**src/rtl/ddr_arbiter.sv**
```systemverilog
// Arbiter sharing the single DDR controller command port between video scan-out
// reads, drawing-engine reads/writes and periodic auto-refresh; one command in flight.
module ddr_arbiter #(
    parameter int REFRESH_INTERVAL = 1000,
    parameter int STARVE_LIMIT     = 8
) (
    input  logic        clk133_p,
    input  logic        rst_n,
    input  logic        vidReq,
    input  logic [23:0] vidAddress,
    output logic        vidGrant,
    output logic        vidDataValid,
    output logic [15:0] vidData,
    input  logic        drwReq,
    input  logic        drwWrite,
    input  logic [23:0] drwAddress,
    input  logic [15:0] drwWriteData,
    output logic        drwGrant,
    output logic        drwDone,
    output logic [15:0] drwReadData,
    input  logic        ctlInitDone,
    output logic        ctlCmdValid,
    input  logic        ctlCmdReady,
    output logic [1:0]  ctlCmdType,
    output logic [23:0] ctlAddress,
    output logic [15:0] ctlWriteData,
    input  logic        ctlDone,
    input  logic [15:0] ctlReadData,
    output logic        refreshOverrun
);

    localparam int RW = (REFRESH_INTERVAL > 1) ? $clog2(REFRESH_INTERVAL) : 1;
    localparam int SW = $clog2(STARVE_LIMIT + 1);
    localparam logic [RW-1:0] REF_LAST   = RW'(REFRESH_INTERVAL - 1);
    localparam logic [SW-1:0] STARVE_MAX = SW'(STARVE_LIMIT);

    localparam logic [1:0] CMD_RD  = 2'b00;
    localparam logic [1:0] CMD_WR  = 2'b01;
    localparam logic [1:0] CMD_REF = 2'b10;

    typedef enum logic [1:0] {IDLE, ISSUE, WAIT} state_t;
    typedef enum logic [1:0] {OWN_NONE, OWN_VID, OWN_DRW, OWN_REF} owner_t;

    state_t        state_q, state_d;
    owner_t        owner_q;
    logic [1:0]    cmdType_q;
    logic [23:0]   addr_q;
    logic [15:0]   wdata_q;
    logic [RW-1:0] refCnt_q, refCnt_d;
    logic          refPend_q, refPend_d;
    logic          overrun_q, overrun_d;
    logic [SW-1:0] starve_q, starve_d;
    logic          vidGrant_q, drwGrant_q;
    logic          vidValid_q, drwDone_q;
    logic [15:0]   vidData_q, drwRdData_q;

    logic can_grant, gnt_ref, gnt_drw, gnt_vid, any_gnt;
    logic drw_forced, wrap, done_evt;

    // Priority: refresh, starved draw, video, draw
    always_comb begin
        can_grant  = (state_q == IDLE) && ctlInitDone;
        drw_forced = drwReq && (starve_q == STARVE_MAX);
        gnt_ref    = can_grant && refPend_q;
        gnt_drw    = can_grant && !refPend_q && drwReq && (drw_forced || !vidReq);
        gnt_vid    = can_grant && !refPend_q && vidReq && !drw_forced;
        any_gnt    = gnt_ref || gnt_drw || gnt_vid;
        done_evt   = (state_q == WAIT) && ctlDone;
    end

    always_ff @(posedge clk133_p or negedge rst_n) begin
        if (!rst_n) state_q <= IDLE;
        else        state_q <= state_d;
    end

    always_comb begin
        state_d = state_q;
        case (state_q)
            IDLE:    if (any_gnt)     state_d = ISSUE;
            ISSUE:   if (ctlCmdReady) state_d = WAIT;
            WAIT:    if (ctlDone)     state_d = IDLE;
            default:                  state_d = IDLE;
        endcase
    end

    always_comb begin
        ctlCmdValid = (state_q == ISSUE);
    end

    // Timer freezes while the controller is not initialised
    always_comb begin
        wrap      = ctlInitDone && (refCnt_q == REF_LAST);
        refCnt_d  = refCnt_q;
        if (ctlInitDone) refCnt_d = wrap ? '0 : refCnt_q + 1'b1;
        refPend_d = wrap || (refPend_q && !gnt_ref);
        overrun_d = overrun_q || (wrap && refPend_q && !gnt_ref);
        starve_d  = starve_q;
        if (gnt_vid) begin
            if (!drwReq)                      starve_d = '0;
            else if (starve_q != STARVE_MAX)  starve_d = starve_q + 1'b1;
        end else if (gnt_drw) begin
            starve_d = '0;
        end
    end

    always_ff @(posedge clk133_p or negedge rst_n) begin
        if (!rst_n) begin
            owner_q     <= OWN_NONE;
            cmdType_q   <= CMD_RD;
            addr_q      <= '0;
            wdata_q     <= '0;
            refCnt_q    <= '0;
            refPend_q   <= 1'b0;
            overrun_q   <= 1'b0;
            starve_q    <= '0;
            vidGrant_q  <= 1'b0;
            drwGrant_q  <= 1'b0;
            vidValid_q  <= 1'b0;
            drwDone_q   <= 1'b0;
            vidData_q   <= '0;
            drwRdData_q <= '0;
        end else begin
            refCnt_q   <= refCnt_d;
            refPend_q  <= refPend_d;
            overrun_q  <= overrun_d;
            starve_q   <= starve_d;
            vidGrant_q <= gnt_vid;
            drwGrant_q <= gnt_drw;
            if (gnt_ref) begin
                owner_q   <= OWN_REF;
                cmdType_q <= CMD_REF;
                addr_q    <= '0;
                wdata_q   <= '0;
            end else if (gnt_drw) begin
                owner_q   <= OWN_DRW;
                cmdType_q <= drwWrite ? CMD_WR : CMD_RD;
                addr_q    <= drwAddress;
                wdata_q   <= drwWriteData;
            end else if (gnt_vid) begin
                owner_q   <= OWN_VID;
                cmdType_q <= CMD_RD;
                addr_q    <= vidAddress;
                wdata_q   <= '0;
            end
            vidValid_q <= done_evt && (owner_q == OWN_VID);
            drwDone_q  <= done_evt && (owner_q == OWN_DRW);
            if (done_evt && owner_q == OWN_VID) vidData_q <= ctlReadData;
            // Writes leave the last read value on drwReadData
            if (done_evt && owner_q == OWN_DRW && cmdType_q == CMD_RD) drwRdData_q <= ctlReadData;
        end
    end

    assign vidGrant       = vidGrant_q;
    assign drwGrant       = drwGrant_q;
    assign vidDataValid   = vidValid_q;
    assign vidData        = vidData_q;
    assign drwDone        = drwDone_q;
    assign drwReadData    = drwRdData_q;
    assign ctlCmdType     = cmdType_q;
    assign ctlAddress     = addr_q;
    assign ctlWriteData   = wdata_q;
    assign refreshOverrun = overrun_q;

endmodule

```
**config.mk**
```make
export PLATFORM = sky130hd
export DESIGN_NAME = ddr_arbiter
export DESIGN_NICKNAME = d
export VERILOG_FILES = /design/src/rtl/ddr_arbiter.sv
export SDC_FILE = /design/constraint.sdc
export NUM_CORES = 1
export LEC_CHECK = 0
export CAP_MARGIN = 25
export CORE_ASPECT_RATIO = 1.1
export CORE_MARGIN = 2
export CORE_UTILIZATION = 39
export CTS_CLUSTER_DIAMETER = 60
export DETAILED_ROUTE_END_ITERATION = 8
export GPL_ROUTABILITY_DRIVEN = 0
export PLACE_DENSITY = 0.81
export SYNTH_ARGS = -nofsm -noshare
export SYNTH_HDL_FRONTEND = slang
export SYNTH_SLANG_ARGS = --single-unit
```
**constraint.sdc**
```tcl
create_clock -name clk133_p -period 1.8 [get_ports clk133_p]
set_input_delay 0.45 -clock clk133_p [delete_from_list [all_inputs] [get_ports clk133_p]]
set_output_delay 0.45 -clock clk133_p [all_outputs]
set_load 0.05 [all_outputs]
```
==> impl_metrics.tcl, run 1 <==
set metrics [dict create \
    status "finished clean" \
    hpwl_um 7728 \
    core_area_um2 9937 \
    final_area_um2 6198 \
    clk_path_buf_depth 2 \
    overflow 0 \
    worstSkewPairLatency_ns 0.36 \
    worst_pin_slew_ns 0.5357 \
    synthCells 328 \
    syn_area_um2 4013 \
    yosysWarnings 0 \
    first_iter_violations 121 \
    crit_path_start_kind "input port" \
    clock_skew_ns 0.01668 \
    hold_violations 0 \
    synthesis.nets 419 \
    synthAdderAreaFrac 0.009355 \
    via_per_inst 5.084 \
    fin_nets 617 \
    setup_viol 0 \
    drive_gt1_frac 0.3522 \
    die_area_um2 11120 \
    worstHoldPathType "in -> async" \
    power_w 0.01052 \
    p_leak_nw 2.996 \
    post-synth-top-count-cell "dfrtp_1" \
    cp-end-kind "register" \
    p_per_area_nw_per_um2 1697 \
    path_class "in -> reg" \
    fp.dieH_um 110.4 \
    start_util 0.4038 \
    synth_top_area_share 0.6112 \
    root_buffer "clkbuf_8" \
    seq_area_frac_synth 0.6112 \
    ant_nets 0 \
    yosys.area_share.xor_xnor 0.01528 \
    synthSimpleGateAreaFrac 0.1088 \
    cts.clk_slew.worst_paths_ns 0.10 \
    drv_slew 0 \
    fin_crit_sh 0.9907 \
    syn_to_final_growth_pct 54.47 \
    synth-seq-cells 98 \
    synth_top_family_by_area "compound AO/OA/AOI/OAI gates" \
    synth-main-ff-cell "dfrtp_1" \
    yosysTopAreaCell "dfrtp_1" \
    boundaryPins 168 \
    synth.avg_cell_area_um2 12.23 \
    drv_cap 0 \
    htreeDepth 3 \
    worstPathMaxFanout 7 \
    post-route-util 0.6238 \
    die_w_um 100.7 \
    synthMuxAreaShare 0.09729 \
    drc_errors 0 \
    relSlewSlack 0.6429 \
    rsz0062_at_grt "true" \
    max-vdd-ir-drop_mv 0.9499 \
    antenna_cells 0 \
    antenna_found_initial 0 \
    rows 38 \
    synth-compound-area-share 0.1250 \
    grt_usage 0.1891 \
    critical_path_required_ns 2.06 \
    place_area_um2 5898 \
    grt_pass1_wl_um 16250 \
    async_flop_share 1.000 \
    wl_per_cell_um 15.87 \
    synth_edf_count 0 \
    drt-pass1-iter-count 5 \
    grt_max_degree 41 \
    vias 3310 \
    synthTopCellsByCount "98 x dfrtp_1, 56 x nand2_1, 32 x mux2_2" \
    cts_tree "built" \
    max_freq_mhz 560.8 \
    portBuffers 167 \
    cts_buffers 9 \
    synth.top_cells.by_area "dfrtp_1 61%, mux2_2 9.0%, nand2_1 5.2%, a22o_1 4.4%, a22oi_1 4.1%" \
    finalWirelength_um 10330 \
    grt_pass1_vias 3398 \
    crit_arrival_ns 2.04 \
    min_period_ns 1.783 \
    clock-sinks 98 \
    synth_cell_type_count 40 \
    fill_cells 796 \
]
==> what timing repair did <==
item | CTS | global route
hold buffers | 0 | 0
setup endpoints to repair | 27 | 34
gates resized for setup | 7 | 11
pin swaps | 2 | 1
cloned | 1 | 0
buffers inserted | 1 | 2
hold endpoints to repair | 0 | 0
==> report_power, final <==
part	internal, W	switching (W)	leakage (nW)
Sequential	0.00302	0.000564	1.27
Combinational	0.00197	0.00362	1.63
Clock	0.000529	0.000817	0.0947
Total	0.00551	0.00500	3.00
==> through the flow <==
| step | setup TNS [ns] | setup WS (ns) | std cells | hold WS (ns) |
|---|---|---|---|---|
| 5_1_grt | -0.3954 | -0.05483 | 651 | 0.08316 |
| 3_3_place_gp | -28.57 | -0.4619 | 631 | 0.4539 |
| 2_1_floorplan | -0.9139 | -0.07147 | 328 | 0.1544 |
| 3_5_place_dp | -29.60 | -0.4748 | 631 | 0.4629 |
| 4_1_cts | 0 | 0.001858 | 649 | 0.05632 |
| 6_report | 0 | 0.01674 | 651 | 0.05986 |
==> placed cells by master, fill, tap and decap left out, types with 2 or more instances in the layout <==
| cell | count |
|---|---|
| nand4_1 | 3 |
| xnor2_1 | 5 |
| inv_1 | 4 |
| clkbuf_8 | 9 |
| nand3_1 | 4 |
| inv_6 | 2 |
| a21oi_1 | 5 |
| a22oi_2 | 7 |
| a22o_1 | 20 |
| mux2_2 | 32 |
| a22oi_1 | 15 |
| nand2_1 | 56 |
| clkdlybuf4s50_1 | 85 |
| nor2_1 | 10 |
| inv_2 | 3 |
| nor3b_1 | 2 |
| xor2_1 | 2 |
| buf_6 | 2 |
| o21ai_0 | 6 |
| clkinv_2 | 2 |
| and3_1 | 3 |
| mux2i_1 | 2 |
| a31oi_1 | 3 |
| nor3_1 | 4 |
| ha_1 | 2 |
| dfrtp_1 | 98 |
| buf_4 | 110 |
| nand2b_1 | 4 |
| buf_12 | 7 |
==> worst max-delay path, cell delays in order <==
cell             delay (ns)
clkdlybuf4s50_1        0.52
buf_6                  0.15
inv_1                  0.07
a2111oi_4              0.35
buf_6                  0.21
mux2i_2                0.23
o21ai_2                0.06
==> layout make-up <==
class / count / area [µm²] / area share
timing repair buffer: 206 / 1879 / 0.3032
inverter: 7 / 26.28 / 0.004239
clock inverter: 7 / 62.56 / 0.01009
tap: 120 / 150.1 / 0.02422
clock buffer: 9 / 123.9 / 0.01998
sequential: 98 / 2452 / 0.3956
multi-input combinational: 204 / 1504 / 0.2426
==> registers in the layout (all words and copies together) (netlist names), 2 cells and up <==
name	count
ctlCmdType	2
ctlAddress	24
starve_q	4
drwReadData	16
refCnt_q	10
vidData	16
owner_q	2
ctlWriteData	16
state_q	2
==> worst paths after layout <==
check	to	startpoint	depth (start not counted)	slack [ns]
setup / recovery	ctlAddress[21]	drwReq	7	0.02
hold / removal	vidData[0]	rst_n	1	0.06
setup reg to reg	ctlAddress[21]	starve_q[1]	7	0.05
hold reg to reg	ctlAddress[13]	ctlAddress[13]	2	0.48
max in group asynchronous	ctlWriteData[5]	rst_n	2	1.12
min in group clk133_p	ctlAddress[13]	ctlAddress[13]	2	0.48
==> kinds of logic after synthesis <==
| group | Yosys count |
|---|---|
| flip-flops | 98 |
| multiplexers | 35 |
| adder cells (fa/ha/maj) | 3 |
| AO/OA/AOI/OAI | 65 |
| AND/OR/NAND/NOR | 94 |
| buffers and inverters | 26 |
| XOR/XNOR | 7 |
==> metal layers <==
layer	GRT usage	routed length, µm
met5	0	0
met2	0.3348	5404
met4	0.08415	204
met1	0.2184	4089
met3	0.04351	631
Power figures use the tool's default switching activity.
==> run 2, diff against run 1 <==
--- a/config.mk
+++ b/config.mk
@@ -6,10 +6,10 @@
 export NUM_CORES = 1
 export LEC_CHECK = 0
 export CAP_MARGIN = 25
-export CORE_ASPECT_RATIO = 1.1
+export CORE_ASPECT_RATIO = 0.5
 export CORE_MARGIN = 2
 export CORE_UTILIZATION = 39
-export CTS_CLUSTER_DIAMETER = 60
+export CTS_CLUSTER_DIAMETER = 150
 export DETAILED_ROUTE_END_ITERATION = 8
 export GPL_ROUTABILITY_DRIVEN = 0
 export PLACE_DENSITY = 0.81
==> run 2 against run 1 <==
Compared with the run above: clock skew is 0.0083 ns lower; utilization up 0.95 points; worst setup slack got worse by 0.014 ns; via count shrank 1.3%; worst hold slack better by 0.0027 ns; cell count up 3.2%; non-clock buffer count increased by 1; sequential power hardly changed.
==> impl_metrics.tcl, run 2 (synthesis gave the netlist of run 1 again) <==
set metrics [dict create \
    status "finished clean" \
    cts.clk_slew.worst_paths_ns 0.07 \
    finalWirelength_um 10440 \
    portBuffers 167 \
    rsz0062_at_grt "true" \
    cp-end-kind "register" \
    overflow 0 \
    fin_cells 672 \
    die_w_um 147.5 \
    grt.busiest_layer "met2" \
    crit_path_start_kind "input port" \
    clock_skew_ns 0.008375 \
    min_period_ns 1.797 \
    clk_path_buf_depth 2 \
    grt_pass1_wl_um 15700 \
    boundaryPins 168 \
    grt_pass1_vias 3222 \
    worstSkewPairLatency_ns 0.35 \
    largest_reg_flops 24 \
    die_area_um2 11170 \
    final_cell_mix "109 x buf_4, 98 x dfrtp_1, 85 x clkdlybuf4s50_1, 56 x nand2_1, 32 x mux2_2" \
    setup_viol 0 \
    finalSetupTns_ns 0 \
    gr-usage-met2 0.3297 \
    p_leak_nw 3.078 \
    relSlewSlack 0.6590 \
    drv_cap 0 \
    antenna_cells 0 \
    max_freq_mhz 556.5 \
    core_area_um2 10120 \
    worstHoldPathType "in -> async" \
    htreeDepth 3 \
    first_iter_violations 155 \
    path_class "in -> reg" \
    ant_nets 0 \
    ctsHoldBuffers 0 \
    start_util 0.3966 \
    antenna_found_initial 0 \
    drc_errors 0 \
    max-vdd-ir-drop_mv 1.032 \
    hpwl_um 7477 \
    syn_to_final_growth_pct 59.68 \
    clock-sinks 98 \
    fin_crit_sh 0.9983 \
    wl_per_cell_um 15.54 \
    grt_max_degree 36 \
    p_per_area_nw_per_um2 1774 \
    rows 26 \
    root_buffer "clkbuf_16" \
    worstPathMaxFanout 4 \
    place_inst 650 \
    via_per_inst 4.862 \
    grt.met1_usage 0.2112 \
    worst_pin_slew_ns 0.5114 \
    final_common_cell "buf_4" \
    drv_slew 0 \
    fin_nets 618 \
    use_met3 0.05210 \
    fp.dieH_um 75.73 \
    drt-pass1-iter-count 4 \
    vias 3267 \
    critical_path_required_ns 2.04 \
    crit_arrival_ns 2.03 \
    cts_tree "built" \
    hold_violations 0 \
    cts_buffers 9 \
    drive_gt1_frac 0.3553 \
    grt_usage 0.1816 \
]
-- run 2: through the flow --
step | power, W | area, µm² | setup WS, ns | utilization | hold WS (ns)
after global routing | 0.01189 | 6407 | -0.04987 | 0.6333 | 0.1008
after detailed placement | 0.009145 | 5928 | -0.4487 | 0.5860 | 0.4476
after global placement | 0.009039 | 5928 | -0.4297 | 0.5860 | 0.4358
after CTS | 0.01137 | 6294 | 0.001900 | 0.6221 | 0.08049
after floorplan | 0.007103 | 4021 | -0.07147 | - | 0.1544
final | 0.01136 | 6407 | 0.002991 | 0.6333 | 0.06256
-- run 2: layer usage --
| layer | wire, µm | share of wire | vias up |
|---|---|---|---|
| met2 | 5445 | 0.52 | 79 |
| li1 | - | - | 1568 |
| met5 | 0 | 0 | - |
| met1 | 4250 | 0.41 | 1603 |
| met3 | 507 | 0.049 | 17 |
| met4 | 240 | 0.023 | 0 |
-- run 2: path summary, 6_finish.rpt --
| check | from | endpoint | slack [ns] | depth (start not counted) |
|---|---|---|---|---|
| max in group asynchronous | rst_n | vidData[7] | 1.15 | 2 |
| min reg2reg | ctlAddress[23] | ctlAddress[23] | 0.47 | 2 |
| min | rst_n | ctlAddress[17] | 0.06 | 1 |
| max | drwReq | ctlAddress[21] | 0.003 | 6 |
| min in group clk133_p | ctlAddress[23] | ctlAddress[23] | 0.47 | 2 |
| max reg2reg | starve_q[1] | ctlAddress[21] | 0.03 | 7 |
-- run 2: repair_timing --
item                       4_1_cts  5_1_grt
setup endpoints to repair       40       62
gates cloned                     0        1
buffers inserted                 2        3
gates resized for setup          5       15
pin swaps                        3        7
-- run 2: layout make-up --
type | instances | area [µm²]
tap | 140 | 175.2
sequential | 98 | 2452
clock buffer | 10 | 239.0
multi-input combinational | 204 | 1518
fill | 776 | 3710
inverter | 7 | 26.28
clock inverter | 6 | 96.34
timing repair buffer | 207 | 1901
-- run 2: where the power goes --
| group | switching [W] | internal [W] | leakage (nW) | total [W] |
|---|---|---|---|---|
| Combinational | 0.00366 | 0.00199 | 1.64 | 0.00565 |
| Clock | 0.000873 | 0.00128 | 0.167 | 0.00215 |
| Sequential | 0.000540 | 0.00302 | 1.27 | 0.00356 |
-- run 2: worst max-delay path, cell delays in order --
cell             delay, ns
clkdlybuf4s50_1       0.51
nand4b_1              0.19
a2111oi_4             0.40
buf_6                 0.20
mux2i_1               0.22
o21ai_2               0.06
